`config.mk`:
```
export PLATFORM = sky130hd
export DESIGN_NAME = bus_arb
export DESIGN_NICKNAME = d
export VERILOG_FILES = /design/src/rtl/bus_arb_pkg.sv /design/src/rtl/bus_arb_prio.sv /design/src/rtl/bus_arb.sv
export SDC_FILE = /design/constraint.sdc
export NUM_CORES = 1
export LEC_CHECK = 0
export BUFFER_PORTS_ARGS = -buffer_cell sky130_fd_sc_hd__buf_2
export CORE_MARGIN = 8
export CORE_UTILIZATION = 55
export DETAILED_ROUTE_END_ITERATION = 7
export PLACE_DENSITY_LB_ADDON = 0.08
export SLEW_MARGIN = 15
export SYNTH_ARGS = -nofsm -noshare
export SYNTH_HDL_FRONTEND = slang
export SYNTH_SLANG_ARGS = --single-unit
```
`constraint.sdc`:
```
create_clock -name clk -period 2.9 [get_ports clk]
set_clock_uncertainty 0.15 [all_clocks]
set_input_delay 0.435 -clock clk [delete_from_list [all_inputs] [get_ports clk]]
set_output_delay 0.435 -clock clk [all_outputs]
set_load 0.01 [all_outputs]
```
`src/rtl/bus_arb_pkg.sv`:
```
// Shared definitions for the bus arbiter: owner encodings, FSM states,
// request slot ordering and the default burst limit.
package bus_arb_pkg;

    localparam int unsigned BURST_MAX_DEF = 16;
    localparam int unsigned NUM_REQ       = 6;

    localparam logic [2:0] OWN_NONE = 3'd0;
    localparam logic [2:0] OWN_OP   = 3'd1;
    localparam logic [2:0] OWN_BLIT = 3'd2;
    localparam logic [2:0] OWN_DSP  = 3'd3;
    localparam logic [2:0] OWN_GPU  = 3'd4;
    localparam logic [2:0] OWN_CPU  = 3'd5;

    // Request vector slots, highest priority at bit 0
    localparam int unsigned RQ_OP      = 0;
    localparam int unsigned RQ_BLIT_HI = 1;
    localparam int unsigned RQ_DSP     = 2;
    localparam int unsigned RQ_GPU     = 3;
    localparam int unsigned RQ_BLIT_LO = 4;
    localparam int unsigned RQ_CPU     = 5;

    localparam logic [NUM_REQ-1:0] BLIT_MASK = 6'b010010;

    typedef enum logic [1:0] {
        ST_IDLE  = 2'd0,
        ST_GRANT = 2'd1,
        ST_TURN  = 2'd2
    } arb_state_t;

    // Grant vector bit order: {cpu, gpu, dsp, blit, op}
    function automatic logic [4:0] owner_onehot(input logic [2:0] own);
        case (own)
            OWN_OP:   return 5'b00001;
            OWN_BLIT: return 5'b00010;
            OWN_DSP:  return 5'b00100;
            OWN_GPU:  return 5'b01000;
            OWN_CPU:  return 5'b10000;
            default:  return '0;
        endcase
    endfunction

endpackage

```
`src/rtl/bus_arb_prio.sv`:
```
// Combinational fixed-priority encoder: masked request vector in,
// winning owner encoding out (OWN_NONE when nobody eligible).
module bus_arb_prio
    import bus_arb_pkg::*;
(
    input  logic [NUM_REQ-1:0] req,
    input  logic [NUM_REQ-1:0] mask,
    output logic [2:0]         winner
);

    logic [NUM_REQ-1:0] eff;

    assign eff = req & ~mask;

    always_comb begin
        winner = OWN_NONE;
        if      (eff[RQ_OP])      winner = OWN_OP;
        else if (eff[RQ_BLIT_HI]) winner = OWN_BLIT;
        else if (eff[RQ_DSP])     winner = OWN_DSP;
        else if (eff[RQ_GPU])     winner = OWN_GPU;
        else if (eff[RQ_BLIT_LO]) winner = OWN_BLIT;
        else if (eff[RQ_CPU])     winner = OWN_CPU;
    end

endmodule

```
`src/rtl/bus_arb.sv`:
```
// Fixed-priority bus arbiter with cycle-boundary release, blitter burst
// limiting, a one-cycle turnaround and a sticky protocol-error flag.
module bus_arb
    import bus_arb_pkg::*;
#(
    parameter int unsigned BURST_MAX = BURST_MAX_DEF
) (
    input  logic       clk,
    input  logic       xreset,
    input  logic       op_req,
    input  logic [1:0] blit_breq,
    input  logic       dsp_req,
    input  logic       gpu_req,
    input  logic       cpu_req,
    input  logic       mreq,
    input  logic       ack,
    output logic       op_back,
    output logic       blit_back,
    output logic       dsp_back,
    output logic       gpu_back,
    output logic       cpu_back,
    output logic [2:0] owner,
    output logic       arb_err
);

    localparam int unsigned CW = $clog2(BURST_MAX + 1);
    localparam logic [CW-1:0] BURST_LIM = CW'(BURST_MAX);

    arb_state_t         state;
    logic [4:0]         back_q;
    logic               outstanding;
    logic [CW-1:0]      burst_cnt;
    logic [NUM_REQ-1:0] mask;
    logic [NUM_REQ-1:0] req_vec;
    logic [2:0]         winner;

    logic in_grant, blit_normal, others, ack_ok, own_drop, preempt;
    logic burst_hit, count_ack, boundary, release_now, err_now;

    assign req_vec = {cpu_req, blit_breq[0] & ~blit_breq[1], gpu_req,
                      dsp_req, blit_breq[1], op_req};

    bus_arb_prio u_prio (
        .req    (req_vec),
        .mask   (mask),
        .winner (winner)
    );

    assign in_grant    = (state == ST_GRANT);
    assign blit_normal = (owner == OWN_BLIT) && !blit_breq[1];
    assign others      = op_req | dsp_req | gpu_req | cpu_req;
    assign ack_ok      = ack && (outstanding || mreq);

    always_comb begin
        own_drop = 1'b1;
        case (owner)
            OWN_OP:   own_drop = !op_req;
            OWN_BLIT: own_drop = (blit_breq == 2'b00);
            OWN_DSP:  own_drop = !dsp_req;
            OWN_GPU:  own_drop = !gpu_req;
            OWN_CPU:  own_drop = !cpu_req;
            default:  own_drop = 1'b1;
        endcase
    end

    // Only normal-priority blit and the CPU can be displaced by a higher requester
    assign preempt = (blit_normal && (op_req || dsp_req || gpu_req)) ||
                     ((owner == OWN_CPU) && (op_req || (|blit_breq) || dsp_req || gpu_req));

    assign count_ack = in_grant && ack_ok && blit_normal && others && (burst_cnt < BURST_LIM);
    assign burst_hit = blit_normal && (burst_cnt >= BURST_LIM);

    // An ack this cycle retires the outstanding access, so it counts as a boundary
    assign boundary    = !mreq && (!outstanding || ack);
    assign release_now = in_grant && boundary && (own_drop || preempt || burst_hit);
    assign err_now     = (mreq && !in_grant) || (ack && !outstanding && !(mreq && in_grant));

    always_ff @(posedge clk) begin
        if (xreset) begin
            state       <= ST_IDLE;
            back_q      <= '0;
            owner       <= OWN_NONE;
            outstanding <= 1'b0;
            burst_cnt   <= '0;
            arb_err     <= 1'b0;
            mask        <= '0;
        end else begin
            if (err_now)
                arb_err <= 1'b1;
            case (state)
                ST_IDLE: begin
                    mask <= '0;
                    if (winner != OWN_NONE) begin
                        state       <= ST_GRANT;
                        owner       <= winner;
                        back_q      <= owner_onehot(winner);
                        burst_cnt   <= '0;
                        outstanding <= 1'b0;
                    end
                end
                ST_GRANT: begin
                    if (mreq)
                        outstanding <= !ack;
                    else if (ack)
                        outstanding <= 1'b0;
                    if (count_ack)
                        burst_cnt <= burst_cnt + 1'b1;
                    if (release_now) begin
                        state  <= ST_TURN;
                        owner  <= OWN_NONE;
                        back_q <= '0;
                        if (burst_hit)
                            mask <= BLIT_MASK;
                    end
                end
                ST_TURN: state <= ST_IDLE;
                default: state <= ST_IDLE;
            endcase
        end
    end

    assign op_back   = back_q[0];
    assign blit_back = back_q[1];
    assign dsp_back  = back_q[2];
    assign gpu_back  = back_q[3];
    assign cpu_back  = back_q[4];

endmodule

```
**Word-level counts from Yosys, hierarchy flattened**

Cells that the tools add are included.

- Output and inout port bits: 9
- Bits in registers: 23

- $add $sub $neg: 1
- Equality and inequality tests: 16
- Order comparisons: 2
- Bitwise logic cells: 7
- Reduce and logical (&&, ||, !) cells: 47
- Mux-type cells: 27

Operator list:

| cell | number |
|---|---|
| $pmux 5 s5 | 1 |
| $mux 3 | 8 |
| $mux 5 | 4 |
| $pmux 5 s2 | 2 |
| $logic_and 1x1->1 | 16 |
| $eq 3x2->1 const B | 4 |
| $eq 3x3->1 const B | 4 |
| $mux 6 | 2 |
| $pmux 6 s2 | 1 |
| $reduce_and 3->1 | 4 |
| $logic_or 1x1->1 | 11 |
| $logic_not 1->1 | 10 |
| $and 6x6->6 | 1 |
| $eq 3x1->1 const B | 2 |
| $ne 2x1->1 const B | 3 |
| $not 6->6 | 1 |
| $pmux 3 s2 | 1 |
| $add 5x1->5 const B | 1 |
| $ge 5x5->1 const B | 1 |
| $lt 5x5->1 const B | 1 |
| $pmux 1 s5 | 1 |
| $logic_not 2->1 | 2 |
| $mux 2 | 2 |
| $pmux 2 s2 | 1 |
| 12 further kinds | 16 |

**Depth between registers and ports, before layout**

Gate-level depths: netlist (run 1).

- Word-level depth: 13
- Gate-level depth with buffers: 6
- Depth with buffers taken out: 5

**Modules after synthesis**

A second synthesis (run 1) with hierarchy kept.

- Cell total of the unflattened synthesis: 118
- Area total of the unflattened synthesis: 1063.5 µm²

By module, submodules not included:

| module | area an instance (µm²) | times used | cells an instance |
|---|---|---|---|
| bus_arb | 947.2 | 1 | 104 |
| bus_arb_prio | 116.4 | 1 | 14 |

**Least setup slack after synthesis (run 1)**

No wires, ideal clock.

- Kind: flip-flop to flip-flop
- From: register owner[0]
- To: register burst_cnt[1]
- Cell stages (with the launch flop): 7
- Setup slack: 1.014 ns
- Arrival time: 1.665 ns
- Data required time: 2.679 ns
- Period minus slack after synthesis: 1.886 ns
- Library setup time: 0.071 ns
- Cells stage by stage: dfxtp_1 > buf_6 > or4_4 > nor2_4 > nand2_2 > or4_1 > a21oi_1

- Longest elaborated chain between the ends: 7

RTL lines:

| element | RTL line | text |
|---|---|---|
| start: declaration | bus_arb.sv:22 | `output logic [2:0] owner,` |
| start signal: assignment | bus_arb.sv:95 | `owner <= winner;` |
| $eq 3x2->1 | bus_arb.sv:50 | `assign blit_normal = (owner == OWN_BLIT) && !blit_breq[1];` |
| $logic_and 1x1->1 | bus_arb.sv:50 |  |
| $logic_and 1x1->1 (3 in series) | bus_arb.sv:70 | `assign count_ack = in_grant && ack_ok && blit_normal && others && (burst_cnt < BURST_LIM);` |
| $ne 2x1->1 (no line) | -- |  |
| $reduce_and 3->1 (no line) | -- |  |
| end signal: assignment | bus_arb.sv:107 | `burst_cnt <= burst_cnt + 1'b1;` |
| end: declaration | bus_arb.sv:32 | `logic [CW-1:0] burst_cnt;` |

No other way between the ends.
A chain may end at the register's enable or synchronous reset.

**Worst setup path in the final report (run 1)**

- From: register owner[2]
- To: register burst_cnt[1]

The elaborated chain is that of the path after synthesis.

==> impl_results.md, run 1 <==
- Row Count: 15
- Fin. Hold Viols: 0
- Synth Register Bits: 18
- Synth Flop Type: dfxtp_1
- Vias/cell: 5.82
- Fin. max-slew vios: 0
- Final Power: 0.537 mW
- Async SR Flop Fraction: 0%
- Reg-to-reg endpoint: burst_cnt[1]
- Remaining DRCs: 0
- Sink of the worst hold path: arb_err
- Post CTS Setup Buffer Count: 0
- Worst R2R Start: owner[2]
- Leakage power: 0.447 nW
- PD cells: 465 mW/mm²
- Setup crit start: owner[2]
- Inserted Clock Buffers: 3
- Fmax achieved: 511 MHz
- Synth top area share: 35.6%
- Worst-Skew Late Latency: 0.30 ns
- Critical path type: register to register
- CTS tree: done
- First-pass DRT Iterations: 5
- GRT Overall Usage: 15.1%
- Vias: 977
- Hold_sp: mreq
- Avg WL per Cell: 14.9 µm
- Post-synth EDFFs: 0
- Vias in the first global route: 936
- Die height: 58.9 µm
- Top cells by area, synth: dfxtp_1, inv_1, o31ai_1
- Final HPWL DP: 1.96 mm
- CP Cell Sequence: or4_4, nor2_4, nand2_2, or4_1, a21oi_1
- Synth unique cells: 42
- Cells after synthesis: 123
- N_diodes: 0
- Worst EP arrival: 2.05 ns
- Share of cells above drive strength 1: 21.0%
- H-tree lvl count: 1
- Starting DRC count in detailed routing: 43
- Yosys Warn Count: 0
- R2r setup slk: 0.94 ns
- Least-Margin Pin Slew: 0.505 ns
- Buffers on Ports: 18
- Pin count of the biggest net entering global routing: 17
- RSZ-0062 raised after global routing: false
- Worst endpoint required time: 2.99 ns
- Final RePlAce weighted congestion: 0.889
- CTS-repair resized insts: 0
- Worst hold path class: input port to register
- Area Overhead vs Synth: 14.1%
- Crit path launch type: register
- Max stage delay on crit path: 0.56 ns
- GRT Residual Overflow: 0
- Min Clock Period, post-route: 1.96 ns
- Starting Density: 58.6%
- Nets: 155
- Mapped Avg Cell Area: 8.23 µm²
- I/O Pins: 19
- Clock root buffer: clkbuf_4
- Setup violators final: 0
- CP endpoint kind: register
- Initial antenna violation count: 0
- Tcrit/Tclk final: 67.5%
- CP max stage cell: or4_4
- CP delay by family, top: simple AND/OR/NAND/NOR gates
- R2R cell count: 5
- WHS Path Cells: 3
- Sequential area share after synthesis: 35.6%
- Synth area leader: dfxtp_1
- Max VDD drop: 0.000342 V
- Hold buffer count at cts: 0
- Max-slew headroom: 66.4%
- CORE AREA: 0.00173 mm²
- CTS Sinks: 18
- Max FO, Critical Path: 8
- Setup TNS: 0 ns
- Outcome: completed
- First-pass GRT wire length: 4.21 mm
- Die Area: 0.00347 mm²
- Antenna Nets Post-Route: 0
- Maximum capacitance violations: 0
- Clock-pin slew on the worst setup and hold paths: 0.11 ns
- Synthesized cell area: 0.00101 mm²
- Clock Tree Buf Depth: 2
- Bufs and invs on worst path: 0
- Die X-Extent: 58.9 µm
- Syn Nets: 134
- Final wirelength: 2.50 mm
cells by family after synthesis:
family,count (synthesis),synth area share (%)
xor+xnor,3,2.60
buf+inv,16,6.67
simple gates,44,24.4
flops,18,35.6
compound gates,41,29.5
fa+ha+maj,1,1.24
worst reg2reg max path, cell delays in order, from the launching register on:
cell and delay (ns):
dfxtp_1 0.40, or4_4 0.56, nor2_4 0.14, nand2_2 0.10, or4_1 0.41, a21oi_1 0.15
state kept, by name, indices dropped and copies added, names as in the netlist:
| register | flops |
|---|---|
| state | 2 |
| outstanding | 1 |
| back_q | 5 |
| owner | 3 |
| burst_cnt | 5 |
| arb_err | 1 |
| mask | 1 |
layer usage:
metal / up-vias / GRT usage (%) / routed length (µm)
met3: 4 / 5.22 / 233
li1: 495 / - / -
met5: - / 0 / 0
met2: 42 / 23.1 / 1080
met1: 436 / 19.4 / 1160
met4: 0 / 4.44 / 26
area by class of cell:
cell class | instances | area (µm²)
multi-input cells | 89 | 584
fillers | 151 | 572
flip-flops and latches | 18 | 360
repair buffers | 18 | 90.1
inverters | 14 | 52.6
clock buffers | 4 | 36.3
well taps | 25 | 31.3
cell usage in the layout (no fill, tap or decap), types with 3 or more instances in the layout:
cell | Yosys | final
nand2b_1 | 4 | 4
dfxtp_1 | 18 | 18
o21bai_1 | 4 | 4
a31oi_1 | 3 | 3
o21ai_0 | 3 | 3
clkbuf_4 | 0 | 3
inv_1 | 14 | 14
nand2_1 | 6 | 6
nor2_1 | 8 | 8
nand3_1 | 6 | 6
xor2_1 | 3 | 3
a21oi_1 | 7 | 7
buf_2 | 0 | 18
nor3_1 | 5 | 5
nor2b_1 | 4 | 4
o31ai_1 | 5 | 5
worst max-delay path by stage:
stage | cells past startpoint | slack [ns] | to
after floorplan | 6 | 1.01 | burst_cnt[1]
after global placement | 6 | 0.87 | back_q[0]
after detailed placement | 6 | 0.79 | back_q[0]
after CTS | 5 | 0.93 | burst_cnt[1]
after global routing | 5 | 0.87 | burst_cnt[1]
final | 5 | 0.94 | burst_cnt[1]
per-stage QoR:
step	cells	area [µm²]	setup WS (ns)	utilization, %	hold WS [ns]
CTS	168	1150	0.934	66.9	0.299
finish	168	1150	0.943	66.9	0.287
global route	168	1150	0.874	66.9	0.313
detailed placement	164	1120	0.791	64.8	0.315
floorplan	123	1010	1.01	-	0.306
global placement	164	1120	0.867	64.8	0.300
synthesized netlist by cell type, drive strengths merged, types with 4 or more instances:
library cell and instances:
dfxtp 18, inv 14, nor2 9, a21oi 7, nand2 7, nand3 6, nor3 5, o31ai 5
nand2b 4, nor2b 4, o21ai 4, o21bai 4
report_power, final:
group          internal, mW  switching [mW]  leakage [nW]
Sequential            0.258          0.0127         0.147
Clock                0.0766          0.0793        0.0210
Combinational        0.0418          0.0686         0.279
No activity file was read; power rests on OpenSTA's default activity.
==> run 2, diff against run 1 <==
- CORE_UTILIZATION: 55 -> 48
- clock period: 2.9 -> 1.7 ns (I/O delays scaled with it)
==> run 2 against run 1 <==
Effect of this change: the run now ends with negative setup slack left; cell count grew 15%; power grew 81%; flip-flop and latch count is the same; register-to-register slack lost 1.0 ns; die area grew 11%; clock power grew 40%; critical path depth is the same; fmax grew 8.8%; non-clock buffer count grew 25; largest power group unchanged.
==> impl_results.md, run 2 (synthesized netlist as in run 1, its figures left out) <==
- Vias/cell: 5.46 (was 5.82)
- Area Overhead vs Synth: 39.8% (was 14.1%)
- H-tree lvl count: 1 (unchanged)
- GRT Residual Overflow: 0 (unchanged)
- CP Cell Sequence: or4_4, nor2_4, nand2_2, or4_4, a21oi_2 (was or4_4, nor2_4, nand2_2, or4_1, a21oi_1)
- Worst R2R Start: state[1] (was owner[2])
- GR Layer Usage met3: 3.29% (was 5.22%)
- GRT Overall Usage: 16.5% (was 15.1%)
- RSZ-0062 raised after global routing: true (was false)
- Crit-path most repeated cell: or4_4
- Hold slack: 0.115 ns (was 0.287 ns)
- Outcome: complete, but fails checks (was completed)
- Worst hold path class: input port to register (unchanged)
- Min Clock Period, post-route: 1.80 ns (was 1.96 ns)
- Vias in the first global route: 1094 (was 936)
- Multi-input logic area: 659 µm² (was 584 µm²)
- R2r setup slk: -0.1 ns (was 0.94 ns)
- Tcrit/Tclk final: 106% (was 67.5%)
- Least-Margin Pin Slew: 0.490 ns (was 0.505 ns)
- Bufs and invs on worst path: 0 (unchanged)
- Hold_sp: mreq (unchanged)
- Crit path launch type: register (unchanged)
- Failing checks: negative setup slack
- CP max stage cell: or4_4 (unchanged)
- CTS Sinks: 18 (unchanged)
- Fin. max-slew vios: 0 (unchanged)
- First-pass DRT Iterations: 4 (was 5)
- FF+latch area: 365 µm² (was 360 µm²)
- Clock root buffer: clkbuf_4 (unchanged)
- CTS tree: done (unchanged)
- Die X-Extent: 61.9 µm (was 58.9 µm)
- Max VDD drop: 0.000626 V (was 0.000342 V)
- Max-slew headroom: 67.0% (was 66.4%)
- Clock Tree Buf Depth: 2 (unchanged)
- Biggest regs: back_q x5, burst_cnt x5, owner x3 (unchanged)
- Most common cell after layout, fill and taps aside: buf_4
- Starting Density: 51.1% (was 58.6%)
- R2R cell count: 5 (unchanged)
- Final RePlAce weighted congestion: 0.935 (was 0.889)
- GRT busiest layer: met2 (unchanged)
- Sink of the worst hold path: arb_err (unchanged)
- Leakage power: 0.578 nW (was 0.447 nW)
- Fin. Hold Viols: 0 (unchanged)
- Reg-to-reg endpoint: burst_cnt[1] (unchanged)
- Worst EP arrival: 1.89 ns (was 2.05 ns)
- Maximum capacitance violations: 0 (unchanged)
- Nets: 180 (was 155)
- Buffers on Ports: 18 (unchanged)
- Placed cell count: 190 (was 164)
- Final wirelength: 2.87 mm (was 2.50 mm)
- Share of cells above drive strength 1: 39.5% (was 21.0%)
- Worst-Skew Late Latency: 0.30 ns (about the same)
- Hold buffer count at cts: 0 (unchanged)
- WHS Path Cells: 3 (unchanged)
- Antenna Nets Post-Route: 0 (unchanged)
- N_diodes: 0 (unchanged)
- I/O Pins: 19 (unchanged)
- Setup violators final: 3 (was 0)
- Remaining DRCs: 0 (unchanged)
- First-pass GRT wire length: 4.69 mm (was 4.21 mm)
- Commonest non-fill, non-tap cells in the layout: buf_4, buf_2, inv_1, dfxtp_1, nor2_1 (was dfxtp_1, buf_2, inv_1)
- Final HPWL DP: 2.22 mm (was 1.96 mm)
- CP delay by family, top: simple AND/OR/NAND/NOR gates (unchanged)
- Fmax achieved: 556 MHz (was 511 MHz)
- Starting DRC count in detailed routing: 23 (was 43)
- Inserted Clock Buffers: 3 (unchanged)
- Pin count of the biggest net entering global routing: 17 (unchanged)
- Cell Count, Final, Fillers Out: 194 (was 168)
- CORE AREA: 0.00198 mm² (was 0.00173 mm²)
- Max stage delay on crit path: 0.54 ns (was 0.56 ns)
- Initial antenna violation count: 0 (unchanged)
- Number of fill cells: 158 (was 151)
- Max FO, Critical Path: 2 (was 8)
- Critical path type: register to register (unchanged)
- Dpl ws: -0.197 ns (was 0.791 ns)
- GRT met1 Usage: 18.0% (was 19.4%)
- Row Count: 16 (was 15)
- PD cells: 685 mW/mm² (was 465 mW/mm²)
- Avg WL per Cell: 14.8 µm (was 14.9 µm)
- Die height: 61.9 µm (was 58.9 µm)
- CP endpoint kind: register (unchanged)
- Final WS setup: -0.0985 ns (was 0.943 ns)
- Worst endpoint required time: 1.79 ns (was 2.99 ns)
- Die Area: 0.00383 mm² (was 0.00347 mm²)
- Clock-pin slew on the worst setup and hold paths: 0.10 ns (was 0.11 ns)
- GR Util met2: 29.7% (was 23.1%)
- Vias: 1059 (was 977)
==> run 2: cell count changes in the layout (fill, tap and decap cells not counted), sizes merged <==
| cell | change |
|---|---|
| buf | +25 |
| clkbuf | -1 |
==> run 2: layout make-up <==
type	count	share of cell area, %
clock buffer	3	1.59
inverter	14	3.71
multi-input combinational	89	46.6
sequential	18	25.8
tap	27	2.39
timing repair buffer	43	19.9
==> run 2: layer usage <==
metal  up-vias  share of wire, %
met2        21                52
met1       485                41
met4         0               3.0
met3         8               4.3
li1        545                 -
met5         -                 0
==> run 2: timing repair <==
item	in CTS	in global routing
setup endpoints to repair	9	12
pin swaps	2	3
buffers inserted	1	1
gates resized for setup	5	12
==> run 2: worst max path at each step <==
stage                       from           end  cells after the start
floorplan               owner[0]  burst_cnt[1]                      6
global route            state[1]  burst_cnt[1]                      5
CTS                     state[1]  burst_cnt[1]                      5
finish                  state[1]  burst_cnt[1]                      5
global placement    blit_breq[1]     back_q[0]                      6
detailed placement  blit_breq[1]      owner[1]                      6
==> run 2: report_power, final <==
part	total [mW]	switching, mW	leakage (nW)	internal (mW)
Combinational	0.291	0.155	0.416	0.136
Clock	0.219	0.136	0.0138	0.0826
Sequential	0.460	0.0180	0.148	0.442
Total	0.970	0.309	0.578	0.661
==> run 2: worst reg2reg max path: stages, from the launching register on <==
cell	delay [ns]
dfxtp_2	0.34
or4_4	0.54
nor2_4	0.11
nand2_2	0.06
or4_4	0.42
a21oi_2	0.13
==> run 2: metrics by stage <==
stage	instance area (µm²)	power, mW	utilization [%]	setup TNS (ns)
6_report	1420	0.970	71.4	-0.148
4_1_cts	1350	0.948	68.2	-0.147
3_3_place_gp	1300	0.721	65.7	-0.907
5_1_grt	1420	1.03	71.4	-0.577
2_1_floorplan	1010	0.598	-	-0.177
3_5_place_dp	1300	0.724	65.7	-1.59
